===== config.mk =====
export PLATFORM = sky130hd
export DESIGN_NAME = memwb_flat
export DESIGN_NICKNAME = d
export VERILOG_FILES = /design/src/rtl/riscv_pkg.sv /design/src/rtl/memwb_if.sv /design/src/rtl/memwb_load_align.sv /design/src/rtl/memwb.sv /design/src/flat_wrapper.sv
export SDC_FILE = /design/constraint.sdc
export NUM_CORES = 1
export LEC_CHECK = 0
export ABC_AREA = 1
export CAP_MARGIN = 20
export CELL_PAD_IN_SITES_DETAIL_PLACEMENT = 1
export CELL_PAD_IN_SITES_GLOBAL_PLACEMENT = 1
export CORE_AREA = 4 4 297 299
export CTS_CLUSTER_SIZE = 10
export DETAILED_ROUTE_END_ITERATION = 10
export DIE_AREA = 0 0 301 303
export GPL_TIMING_DRIVEN = 0
export PLACE_DENSITY_LB_ADDON = 0.1
export SLEW_MARGIN = 20
export SYNTH_ARGS = -nofsm -noshare
export SYNTH_HDL_FRONTEND = slang
export SYNTH_SLANG_ARGS = --single-unit

===== constraint.sdc =====
create_clock -name clk -period 2.2 [get_ports clk]
set_input_delay 0.44 -clock clk [delete_from_list [all_inputs] [get_ports clk]]
set_output_delay 0.44 -clock clk [all_outputs]
set_load 0.01 [all_outputs]

===== src/rtl/riscv_pkg.sv =====
// Shared RISC-V pipeline definitions: writeback FSM state,
// trap cause codes and access-size encodings.
package riscv_pkg;

  typedef enum logic {
    IDLE = 1'b0,
    BUSY = 1'b1
  } wb_state_t;

  localparam logic [3:0] CAUSE_LOAD_MISALIGN  = 4'd4;
  localparam logic [3:0] CAUSE_LOAD_FAULT     = 4'd5;
  localparam logic [3:0] CAUSE_STORE_MISALIGN = 4'd6;
  localparam logic [3:0] CAUSE_STORE_FAULT    = 4'd7;

  localparam logic [1:0] SZ_B = 2'd0;
  localparam logic [1:0] SZ_H = 2'd1;
  localparam logic [1:0] SZ_W = 2'd2;
  localparam logic [1:0] SZ_D = 2'd3;

  // A doubleword request on a 32-bit core degrades to a word.
  function automatic logic [1:0] eff_size(
    input logic [2:0] sz,
    input int         xlen
  );
    logic [1:0] s;
    s = sz[1:0];
    if (xlen == 32 && s == SZ_D) s = SZ_W;
    return s;
  endfunction

endpackage


===== src/rtl/memwb_if.sv =====
// Data-memory bus between the writeback stage (master)
// and the memory system (slave).
interface memwb_if #(
  parameter int XLEN = 64
);

  logic              valid;
  logic              we;
  logic [XLEN-1:0]   addr;
  logic [XLEN-1:0]   wdata;
  logic [XLEN/8-1:0] wstrb;
  logic              ready;
  logic [XLEN-1:0]   rdata;
  logic              error;

  modport master (
    output valid, we, addr, wdata, wstrb,
    input  ready, rdata, error
  );

  modport slave (
    input  valid, we, addr, wdata, wstrb,
    output ready, rdata, error
  );

endinterface


===== src/rtl/memwb_load_align.sv =====
// Load data alignment: shift the bus word down to the addressed
// byte, then sign- or zero-extend from the access size.
module load_align
  import riscv_pkg::*;
#(
  parameter int XLEN = 64,
  parameter int OB   = $clog2(XLEN/8)
) (
  input  logic [XLEN-1:0] i_rdata,
  input  logic [OB-1:0]   i_offset,
  input  logic [1:0]      i_size,
  input  logic            i_signed,
  output logic [XLEN-1:0] o_result
);

  logic [XLEN-1:0] w_sh;

  always_comb begin
    w_sh     = i_rdata >> {i_offset, 3'b000};
    o_result = w_sh;
    unique case (1'b1)
      (i_size == SZ_B):
        o_result = i_signed ? XLEN'($signed(w_sh[7:0]))
                            : XLEN'(w_sh[7:0]);
      (i_size == SZ_H):
        o_result = i_signed ? XLEN'($signed(w_sh[15:0]))
                            : XLEN'(w_sh[15:0]);
      (i_size == SZ_W):
        o_result = i_signed ? XLEN'($signed(w_sh[31:0]))
                            : XLEN'(w_sh[31:0]);
      default:
        o_result = w_sh;
    endcase
  end

endmodule


===== src/rtl/memwb.sv =====
// Writeback stage: data-bus handshake, store lane alignment, load
// extraction, RF/CSR retire and trap report. Option: MISALIGN_TRAP_EN.
module memwb
  import riscv_pkg::*;
#(
  parameter int XLEN = 64
) (
  input  logic              clk,
  input  logic              resetn,
  input  logic              flush,
  input  logic [XLEN-1:0]   mem_addr,
  input  logic [XLEN-1:0]   mem_wdata,
  input  logic              mem_read_req,
  input  logic              mem_write_req,
  input  logic [2:0]        mem_size,
  input  logic              mem_signed,
  input  logic [4:0]        rd,
  input  logic              reg_write_enable,
  input  logic [XLEN-1:0]   writeback_data,
  input  logic [XLEN-1:0]   pc,
  input  logic              exception_occurred,
  input  logic [3:0]        exception_cause,
  input  logic [11:0]       csr_addr,
  input  logic [XLEN-1:0]   csr_wdata,
  input  logic              csr_write,
  memwb_if.master           bus,
  output logic              stall_out,
  output logic              rf_we,
  output logic [4:0]        rf_waddr,
  output logic [XLEN-1:0]   rf_wdata,
  output logic              csr_we,
  output logic [11:0]       csr_waddr,
  output logic [XLEN-1:0]   csr_wdata_out,
  output logic              trap_valid,
  output logic [XLEN-1:0]   trap_pc,
  output logic [3:0]        trap_cause
);

  localparam int NB = XLEN/8;
  localparam int OB = $clog2(NB);

  wb_state_t         r_state;
  logic              r_bus_we;
  logic [XLEN-1:0]   r_bus_addr;
  logic [XLEN-1:0]   r_bus_wdata;
  logic [NB-1:0]     r_bus_wstrb;
  logic              r_kill;
  logic [OB-1:0]     r_off;
  logic [1:0]        r_size;
  logic              r_signed;
  logic [4:0]        r_rd;
  logic              r_rwe;
  logic [XLEN-1:0]   r_pc;
  logic              r_csr_w;
  logic [11:0]       r_csr_a;
  logic [XLEN-1:0]   r_csr_d;

  logic              r_rf_we;
  logic [4:0]        r_rf_waddr;
  logic [XLEN-1:0]   r_rf_wdata;
  logic              r_csr_we;
  logic [11:0]       r_csr_waddr;
  logic [XLEN-1:0]   r_csr_wdata;
  logic              r_trap_valid;
  logic [XLEN-1:0]   r_trap_pc;
  logic [3:0]        r_trap_cause;

  logic [1:0]        w_size;
  logic [OB-1:0]     w_off;
  logic              w_mem_op;
  logic              w_mis;
  logic              w_start;
  logic              w_kill;
  logic [15:0]       w_mask;
  logic [NB-1:0]     w_strb;
  logic [XLEN-1:0]   w_wdata;
  logic [XLEN-1:0]   w_load;
`ifdef MISALIGN_TRAP_EN
  logic [OB-1:0]     w_amask;
`endif

  always_comb begin
    w_size   = eff_size(mem_size, XLEN);
    w_off    = mem_addr[OB-1:0];
    w_mem_op = mem_read_req | mem_write_req;
`ifdef MISALIGN_TRAP_EN
    w_amask  = OB'((4'd1 << w_size) - 4'd1);
    w_mis    = w_mem_op && (|(w_off & w_amask));
`else
    w_mis    = 1'b0;
`endif
    w_start  = (r_state == IDLE) && w_mem_op
             && !exception_occurred && !flush && !w_mis;
    // Lanes pushed past the top byte fall off the truncation.
    w_mask   = (16'd1 << (5'd1 << w_size)) - 16'd1;
    w_strb   = NB'(w_mask << w_off);
    w_wdata  = mem_wdata << {w_off, 3'b000};
    w_kill   = r_kill | flush;
    stall_out = (r_state == IDLE) ? w_start : !bus.ready;
  end

  load_align #(
    .XLEN (XLEN)
  ) u_load_align (
    .i_rdata  (bus.rdata),
    .i_offset (r_off),
    .i_size   (r_size),
    .i_signed (r_signed),
    .o_result (w_load)
  );

  always_ff @(posedge clk or negedge resetn) begin
    if (!resetn) begin
      r_state      <= IDLE;
      r_bus_we     <= 1'b0;
      r_bus_addr   <= '0;
      r_bus_wdata  <= '0;
      r_bus_wstrb  <= '0;
      r_kill       <= 1'b0;
      r_off        <= '0;
      r_size       <= SZ_B;
      r_signed     <= 1'b0;
      r_rd         <= '0;
      r_rwe        <= 1'b0;
      r_pc         <= '0;
      r_csr_w      <= 1'b0;
      r_csr_a      <= '0;
      r_csr_d      <= '0;
      r_rf_we      <= 1'b0;
      r_rf_waddr   <= '0;
      r_rf_wdata   <= '0;
      r_csr_we     <= 1'b0;
      r_csr_waddr  <= '0;
      r_csr_wdata  <= '0;
      r_trap_valid <= 1'b0;
      r_trap_pc    <= '0;
      r_trap_cause <= '0;
    end else begin
      r_rf_we      <= 1'b0;
      r_csr_we     <= 1'b0;
      r_trap_valid <= 1'b0;
      unique case (r_state)
        IDLE: begin
          if (w_start) begin
            r_state     <= BUSY;
            r_bus_we    <= mem_write_req;
            r_bus_addr  <= {mem_addr[XLEN-1:OB], {OB{1'b0}}};
            r_bus_wdata <= w_wdata;
            r_bus_wstrb <= w_strb;
            r_kill      <= 1'b0;
            r_off       <= w_off;
            r_size      <= w_size;
            r_signed    <= mem_signed;
            r_rd        <= rd;
            r_rwe       <= reg_write_enable;
            r_pc        <= pc;
            r_csr_w     <= csr_write;
            r_csr_a     <= csr_addr;
            r_csr_d     <= csr_wdata;
          end else if (!flush) begin
            r_rf_waddr  <= rd;
            r_rf_wdata  <= writeback_data;
            r_csr_waddr <= csr_addr;
            r_csr_wdata <= csr_wdata;
            r_trap_pc   <= pc;
            if (exception_occurred) begin
              r_trap_valid <= 1'b1;
              r_trap_cause <= exception_cause;
            end else if (w_mis) begin
              r_trap_valid <= 1'b1;
              r_trap_cause <= mem_write_req ? CAUSE_STORE_MISALIGN
                                            : CAUSE_LOAD_MISALIGN;
            end else begin
              r_rf_we  <= reg_write_enable && (|rd);
              r_csr_we <= csr_write;
            end
          end
        end
        BUSY: begin
          r_kill <= w_kill;
          if (bus.ready) begin
            r_state     <= IDLE;
            r_kill      <= 1'b0;
            r_bus_we    <= 1'b0;
            r_bus_addr  <= '0;
            r_bus_wdata <= '0;
            r_bus_wstrb <= '0;
            r_rf_waddr  <= r_rd;
            r_rf_wdata  <= w_load;
            r_csr_waddr <= r_csr_a;
            r_csr_wdata <= r_csr_d;
            r_trap_pc   <= r_pc;
            // A flushed access still drains the bus but leaves no trace.
            if (!w_kill) begin
              if (bus.error) begin
                r_trap_valid <= 1'b1;
                r_trap_cause <= r_bus_we ? CAUSE_STORE_FAULT
                                         : CAUSE_LOAD_FAULT;
              end else begin
                r_rf_we  <= !r_bus_we && r_rwe && (|r_rd);
                r_csr_we <= r_csr_w;
              end
            end
          end
        end
      endcase
    end
  end

  assign bus.valid     = (r_state == BUSY);
  assign bus.we        = r_bus_we;
  assign bus.addr      = r_bus_addr;
  assign bus.wdata     = r_bus_wdata;
  assign bus.wstrb     = r_bus_wstrb;

  assign rf_we         = r_rf_we;
  assign rf_waddr      = r_rf_waddr;
  assign rf_wdata      = r_rf_wdata;
  assign csr_we        = r_csr_we;
  assign csr_waddr     = r_csr_waddr;
  assign csr_wdata_out = r_csr_wdata;
  assign trap_valid    = r_trap_valid;
  assign trap_pc       = r_trap_pc;
  assign trap_cause    = r_trap_cause;

endmodule


===== src/flat_wrapper.sv =====
// flat-port wrapper written by rule: the top's interface ports become plain ports
module memwb_flat import riscv_pkg::*;
#(
  parameter int XLEN = 64
)
  (clk, resetn, flush, mem_addr, mem_wdata, mem_read_req, mem_write_req, mem_size, mem_signed, rd, reg_write_enable, writeback_data, pc, exception_occurred, exception_cause, csr_addr, csr_wdata, csr_write, stall_out, rf_we, rf_waddr, rf_wdata, csr_we, csr_waddr, csr_wdata_out, trap_valid, trap_pc, trap_cause, bus_valid, bus_we, bus_addr, bus_wdata, bus_wstrb, bus_ready, bus_rdata, bus_error);
  memwb_if #(.XLEN(XLEN)) bus_i ();
  input  logic clk;
  input  logic resetn;
  input  logic flush;
  input  logic [XLEN-1:0] mem_addr;
  input  logic [XLEN-1:0] mem_wdata;
  input  logic mem_read_req;
  input  logic mem_write_req;
  input  logic [2:0] mem_size;
  input  logic mem_signed;
  input  logic [4:0] rd;
  input  logic reg_write_enable;
  input  logic [XLEN-1:0] writeback_data;
  input  logic [XLEN-1:0] pc;
  input  logic exception_occurred;
  input  logic [3:0] exception_cause;
  input  logic [11:0] csr_addr;
  input  logic [XLEN-1:0] csr_wdata;
  input  logic csr_write;
  output logic stall_out;
  output logic rf_we;
  output logic [4:0] rf_waddr;
  output logic [XLEN-1:0] rf_wdata;
  output logic csr_we;
  output logic [11:0] csr_waddr;
  output logic [XLEN-1:0] csr_wdata_out;
  output logic trap_valid;
  output logic [XLEN-1:0] trap_pc;
  output logic [3:0] trap_cause;
  output wire logic [$bits(bus_i.valid)-1:0] bus_valid;
  output wire logic [$bits(bus_i.we)-1:0] bus_we;
  output wire logic [$bits(bus_i.addr)-1:0] bus_addr;
  output wire logic [$bits(bus_i.wdata)-1:0] bus_wdata;
  output wire logic [$bits(bus_i.wstrb)-1:0] bus_wstrb;
  input wire logic [$bits(bus_i.ready)-1:0] bus_ready;
  input wire logic [$bits(bus_i.rdata)-1:0] bus_rdata;
  input wire logic [$bits(bus_i.error)-1:0] bus_error;
  assign bus_valid = bus_i.valid;
  assign bus_we = bus_i.we;
  assign bus_addr = bus_i.addr;
  assign bus_wdata = bus_i.wdata;
  assign bus_wstrb = bus_i.wstrb;
  assign bus_i.ready = bus_ready;
  assign bus_i.rdata = bus_rdata;
  assign bus_i.error = bus_error;
  memwb #(.XLEN(XLEN)) u_core (.clk(clk), .resetn(resetn), .flush(flush), .mem_addr(mem_addr), .mem_wdata(mem_wdata), .mem_read_req(mem_read_req), .mem_write_req(mem_write_req), .mem_size(mem_size), .mem_signed(mem_signed), .rd(rd), .reg_write_enable(reg_write_enable), .writeback_data(writeback_data), .pc(pc), .exception_occurred(exception_occurred), .exception_cause(exception_cause), .csr_addr(csr_addr), .csr_wdata(csr_wdata), .csr_write(csr_write), .bus(bus_i), .stall_out(stall_out), .rf_we(rf_we), .rf_waddr(rf_waddr), .rf_wdata(rf_wdata), .csr_we(csr_we), .csr_waddr(csr_waddr), .csr_wdata_out(csr_wdata_out), .trap_valid(trap_valid), .trap_pc(trap_pc), .trap_cause(trap_cause));
endmodule

Word level (Yosys, flattened, before mapping)
Index checks and enable logic that the tools add are counted.

$add $sub $neg: 1. Shift-type cells: 5. Reduce and logical (&&, ||, !) cells: 17. Bitwise operators: 3. Muxes and demuxes: 71. Eq/ne operators: 9.

Operators by type and width (number): $mux W64 (15); $pmux W64 S2 (5); $pmux W64 S3 (1); $shl A64 B6 Y64 (1); $shr A64 B6 Y64 (1); $mux W12 (3); $mux W1 (25); $mux W4 (6); $pmux W12 S2 (1); $mux W8 (2); $pmux W8 S2 (1); $shl A1 B5 Y16 const A (1); $shl A16 B3 Y8 (1); $sub A16 B1 Y16 const B (1); $mux W5 (3); $ne A2 B2 Y1 const B (6); $pmux W1 S2 (6); $pmux W5 S2 (1); $reduce_or A5 Y1 (2); $pmux W4 S2 (1); $logic_and A1 B1 Y1 (6); $reduce_and A6 Y1 (1); $shl A1 B2 Y5 const A (1); $logic_not A1 Y1 (4); 9 further kinds (11).

Register bits after elaboration: 508. Word-level logic and storage cells: 130. Bits of input ports: 419. Output and inout bits: 355.

Logic depth before layout (Yosys ltp)
Gate-level depths: netlist (run 1).

Depth after elaboration: 7. Depth in mapped cells: 11. Depth with buffers taken out: 9.

Cells and area by module
From an unflattened synthesis (run 1), not the netlist that was laid out.

Cell total of the unflattened synthesis: 3543. Area, all modules: 25702.2 um2.

By module, submodules not included: memwb (area each 23353.6 um2, cells an instance 3050, times used 1, sequential area each 12637.1 um2); load_align (area each 2348.5 um2, cells an instance 493, times used 1, sequential area each 0.0 um2).

Worst setup path before layout (run 1)
Ideal clock, no wire load.

Kind: in2reg. Start point: input mem_write_req. End point: register u_core.r_bus_wstrb[3], in the netlist u_core.bus.wstrb[3]. Buffers on the path: 2. Stages on the path: 8. Setup time: 121 ps. Slack: 455 ps. Required time: 2079 ps. Arrival: 1624 ps. Cell sequence: or2_2 nand3_4 inv_2 nand2_1 buf_2 inv_2 buf_2 a22o_1.

Longest elaborated chain between the ends: 6.

RTL lines: from (decl) (RTL line flat_wrapper.sv:14) `input logic mem_write_req;`; $or A1 B1 Y1 (RTL line memwb.sv:85) `w_mem_op = mem_read_req | mem_write_req;`; $logic_and A1 B1 Y1 (RTL line memwb.sv:92) `w_start = (r_state == IDLE) && w_mem_op`; $logic_and A1 B1 Y1 (2 in a row) (RTL line memwb.sv:93) `&& !exception_occurred && !flush && !w_mis;`; $ne A2 B1 Y1 (no line); $reduce_and A2 Y1 (no line); to (signal assigned) (RTL line memwb.sv:149) `r_bus_wstrb <= w_strb;`; to (decl) (RTL line memwb.sv:46) `logic [NB-1:0] r_bus_wstrb;`.

No other way between the ends. A chain may end at the register's enable or synchronous reset.

Worst setup path after layout (run 1)
Start point: input mem_write_req. End point: output stall_out.

Longest elaborated chain between the ends: 5.

RTL lines: $or A1 B1 Y1 (RTL line memwb.sv:85); $logic_and A1 B1 Y1 (RTL line memwb.sv:92); $logic_and A1 B1 Y1 (2 in a row) (RTL line memwb.sv:93); $mux W1 (RTL line memwb.sv:99) `stall_out = (r_state == IDLE) ? w_start : !bus.ready;`; to (decl) (RTL line flat_wrapper.sv:26) `output logic stall_out;`.

No other way between the ends.

==> results of run 1 <==
what timing repair did:
item / CTS / global route
pin swaps: 3 / 1
setup endpoints to repair: 435 / 169
gates resized for setup: 91 / 57
hold endpoints to repair: 53 / 0
hold buffers: 1 / 0
buffers inserted: 9 / 1
sequential cells by signal, indices dropped and copies added, names as in the netlist, 4 cells and up:
name	flops
u_core.csr_waddr	12
u_core.bus.wstrb	8
u_core.bus.wdata	64
u_core.bus.addr	61
u_core.rf_waddr	5
u_core.rf_wdata	64
u_core.trap_cause	4
u_core.csr_wdata_out	64
u_core.r_rd	5
u_core.r_pc	64
u_core.r_csr_d	64
u_core.r_csr_a	12
u_core.trap_pc	64
per-stage QoR:
stage               utilization (%)  hold slack, ps  worst slack, ps  power [mW]
floorplan                         -           144.4            454.7       16.79
global placement              39.17           456.5           -24310       23.35
detailed placement            39.37           428.8            -1037       23.45
CTS                           42.07           375.0          -0.5813       34.52
global route                  42.18           397.6           -10.21       35.99
finish                        42.19           378.7            81.56       34.18
placed cells by master, fill, tap and decap left out, types with 8 or more instances in the layout:
cell and count:
a21oi_1 58, o21ai_1 13, clkbuf_16 66, clkdlybuf4s50_1 763, buf_4 27, a22o_1 65, o21ai_0 567, clkbuf_2 49
inv_1 217, o211ai_1 52, nand3_1 96, clkbuf_8 11, buf_1 12, nand2_1 1022, mux2i_1 20, buf_2 59
dfrtp_1 503, diode_2 8, nor2_1 142, clkbuf_1 94, nand4_1 35, a22oi_1 8, or2_2 8, clkbuf_4 12
final cells by class:
class / count / area share [%]
Sequential cell: 505 / 35.18
Multi-Input combinational cell: 2123 / 27.42
Timing Repair Buffer: 784 / 22.07
Clock buffer: 96 / 5.217
Tap cell: 1144 / 3.984
Buffer: 226 / 3.103
Inverter: 225 / 2.375
Clock inverter: 12 / 0.5990
Antenna cell: 8 / 0.05572
logic make-up (layout without fill, tap and decap cells):
group,after synthesis,count (layout),share of synthesized area (%)
multiplexers,20,20,0.8261
flip-flops,505,505,52.15
other,1,11,0.01547
AO/OA/AOI/OAI,783,783,18.09
buffers and inverters,452,1343,7.440
AND/OR/NAND/NOR,1317,1317,21.48
metal layers:
metal  vias to the layer above  track usage [%]  wire length [µm]
li1                      11760                -                 -
met1                     12520            32.14             50270
met2                       740            49.80             65980
met3                       206            7.013              8383
met4                        30            8.781              4267
met5                         -                0               184
power breakdown:
part / total [mW] / internal, mW / leakage (nW) / switching, mW
clock: 10.8 / 6.30 / 1.01 / 4.48
sequential: 12.4 / 11.2 / 6.34 / 1.13
combinational: 11.0 / 4.77 / 9.41 / 6.27
total: 34.2 / 22.3 / 16.8 / 11.9
worst max-delay path, stage by stage:
cell and delay [ps]:
clkdlybuf4s50_1 420, or2_4 290, nand3_4 120, buf_8 150
nand2_1 80, buf_4 170
worst paths after layout:
path | start | end | cells past startpoint
worst max-delay path | mem_write_req | stall_out | 6
worst min-delay path | resetn | u_core.rf_wdata[2] | 2
worst max register to register | u_core.r_off[0] | u_core.rf_wdata[19] | 8
worst min register to register | u_core.r_csr_d[2] | u_core.r_csr_d[2] | 2
max in group asynchronous | resetn | u_core.r_pc[27] | 4
min in group clk | pc[26] | u_core.r_pc[26] | 3
==> results_dict.tcl, run 1 <==
set metrics [dict create \
    status "complete, no violations" \
    antenna_found_initial 24 \
    first_iter_violations 1497 \
    cts_tree "yes" \
    setup_viol 0 \
    yosys-top-cells-area "dfrtp_1, nand2_1, o21ai_0" \
    grt_overflow_total 0 \
    async_flop_share_pct 100.0 \
    ioPinCount 774 \
    die-area_mm2 0.09120 \
    netlist_instances 3078 \
    yosys-top-cells-count "nand2_1, o21ai_0, dfrtp_1" \
    netlist_area_mm2 0.02423 \
    fin_crit_sh_pct 96.29 \
    grt_pass1_vias 26980 \
    synth-warning-count 0 \
    die_y_um 303 \
    place_congestion 0.9391 \
    multi_input_area_mm2 0.009849 \
    arrival_ps 1680 \
    vdd.ir_drop.worst_v 0.0005336 \
    place_area_mm2 0.03352 \
    wl_mm 129.1 \
    synth_top_area_cell "dfrtp_1" \
    maxSlewHeadroom_pct 36.93 \
    clk_pin_slew_ps 60 \
    detail_route.vias_per_cell 4.928 \
    critPathKind "input port to output pin" \
    hold_class "input port to async pin" \
    timing.final.crit_period_ps 2118 \
    finalNetCount 4350 \
    hold_violations 0 \
    slew_viol_final 0 \
    cts_buffer_depth 3 \
    htreeDepth 3 \
    timing.setup.tns_ps 0 \
    finClkSkew_ps 32.10 \
    leakage_nw 16.75 \
    synth_edf_count 0 \
    start_kind "input port" \
    dp_cells 4997 \
    synth_top_area_share_pct 52.15 \
    yosysMostFrequentCell "nand2_1" \
    die_x_um 301 \
    numCtsBuffers 66 \
    stdcell_area_mm2 0.03593 \
    place_hpwl_mm 100.8 \
    ant_nets 0 \
    regArea_mm2 0.01264 \
    yosys_most_used_dff "dfrtp_1" \
    fmax_mhz 472.0 \
    drc 0 \
    cp.required_ps 1760 \
    synth_seq_area_share_pct 52.15 \
    path_max_fanout 10 \
    syn_to_final_growth_pct 48.25 \
    synth-seq-cells 505 \
    grt_setup_unrepaired "true" \
    fin_cells 5123 \
    fillers 10330 \
    io_buffers 767 \
    dr.pass1.iters 5 \
    insertion_delay_ps 610 \
    track_usage_pct 27.62 \
    num_rows 107 \
    grt_pass1_wl_mm 185.5 \
    worstMarginPinSlew_ps 946.1 \
    powerDensity_mw_per_mm2 951.4 \
    endpoint_kind "output pin" \
    ys_types 33 \
    vias 25250 \
    worst-r2r-setup-slack_ps 100 \
    wl_per_cell_um 25.20 \
    initial_core_util_pct 28.46 \
    drive_gt1_share_pct 7.026 \
    coreArea_mm2 0.08515 \
    clockRootBuffer "clkbuf_16" \
    cts_sinks 505 \
    synth_area_per_cell_um2 7.873 \
    max_cap_violations 0 \
    grt_max_degree 87 \
]
Power figures use the tool's default switching activity.
==> run 2, diff against run 1 <==
--- a/config.mk
+++ b/config.mk
@@ -6,7 +6,6 @@
 export NUM_CORES = 1
 export LEC_CHECK = 0
 export ABC_AREA = 1
-export CAP_MARGIN = 20
 export CELL_PAD_IN_SITES_DETAIL_PLACEMENT = 1
 export CELL_PAD_IN_SITES_GLOBAL_PLACEMENT = 1
 export CORE_AREA = 4 4 297 299
==> results of run 2 <==
Same layout as run 1: the final DEF is identical, and so are final timing and power.
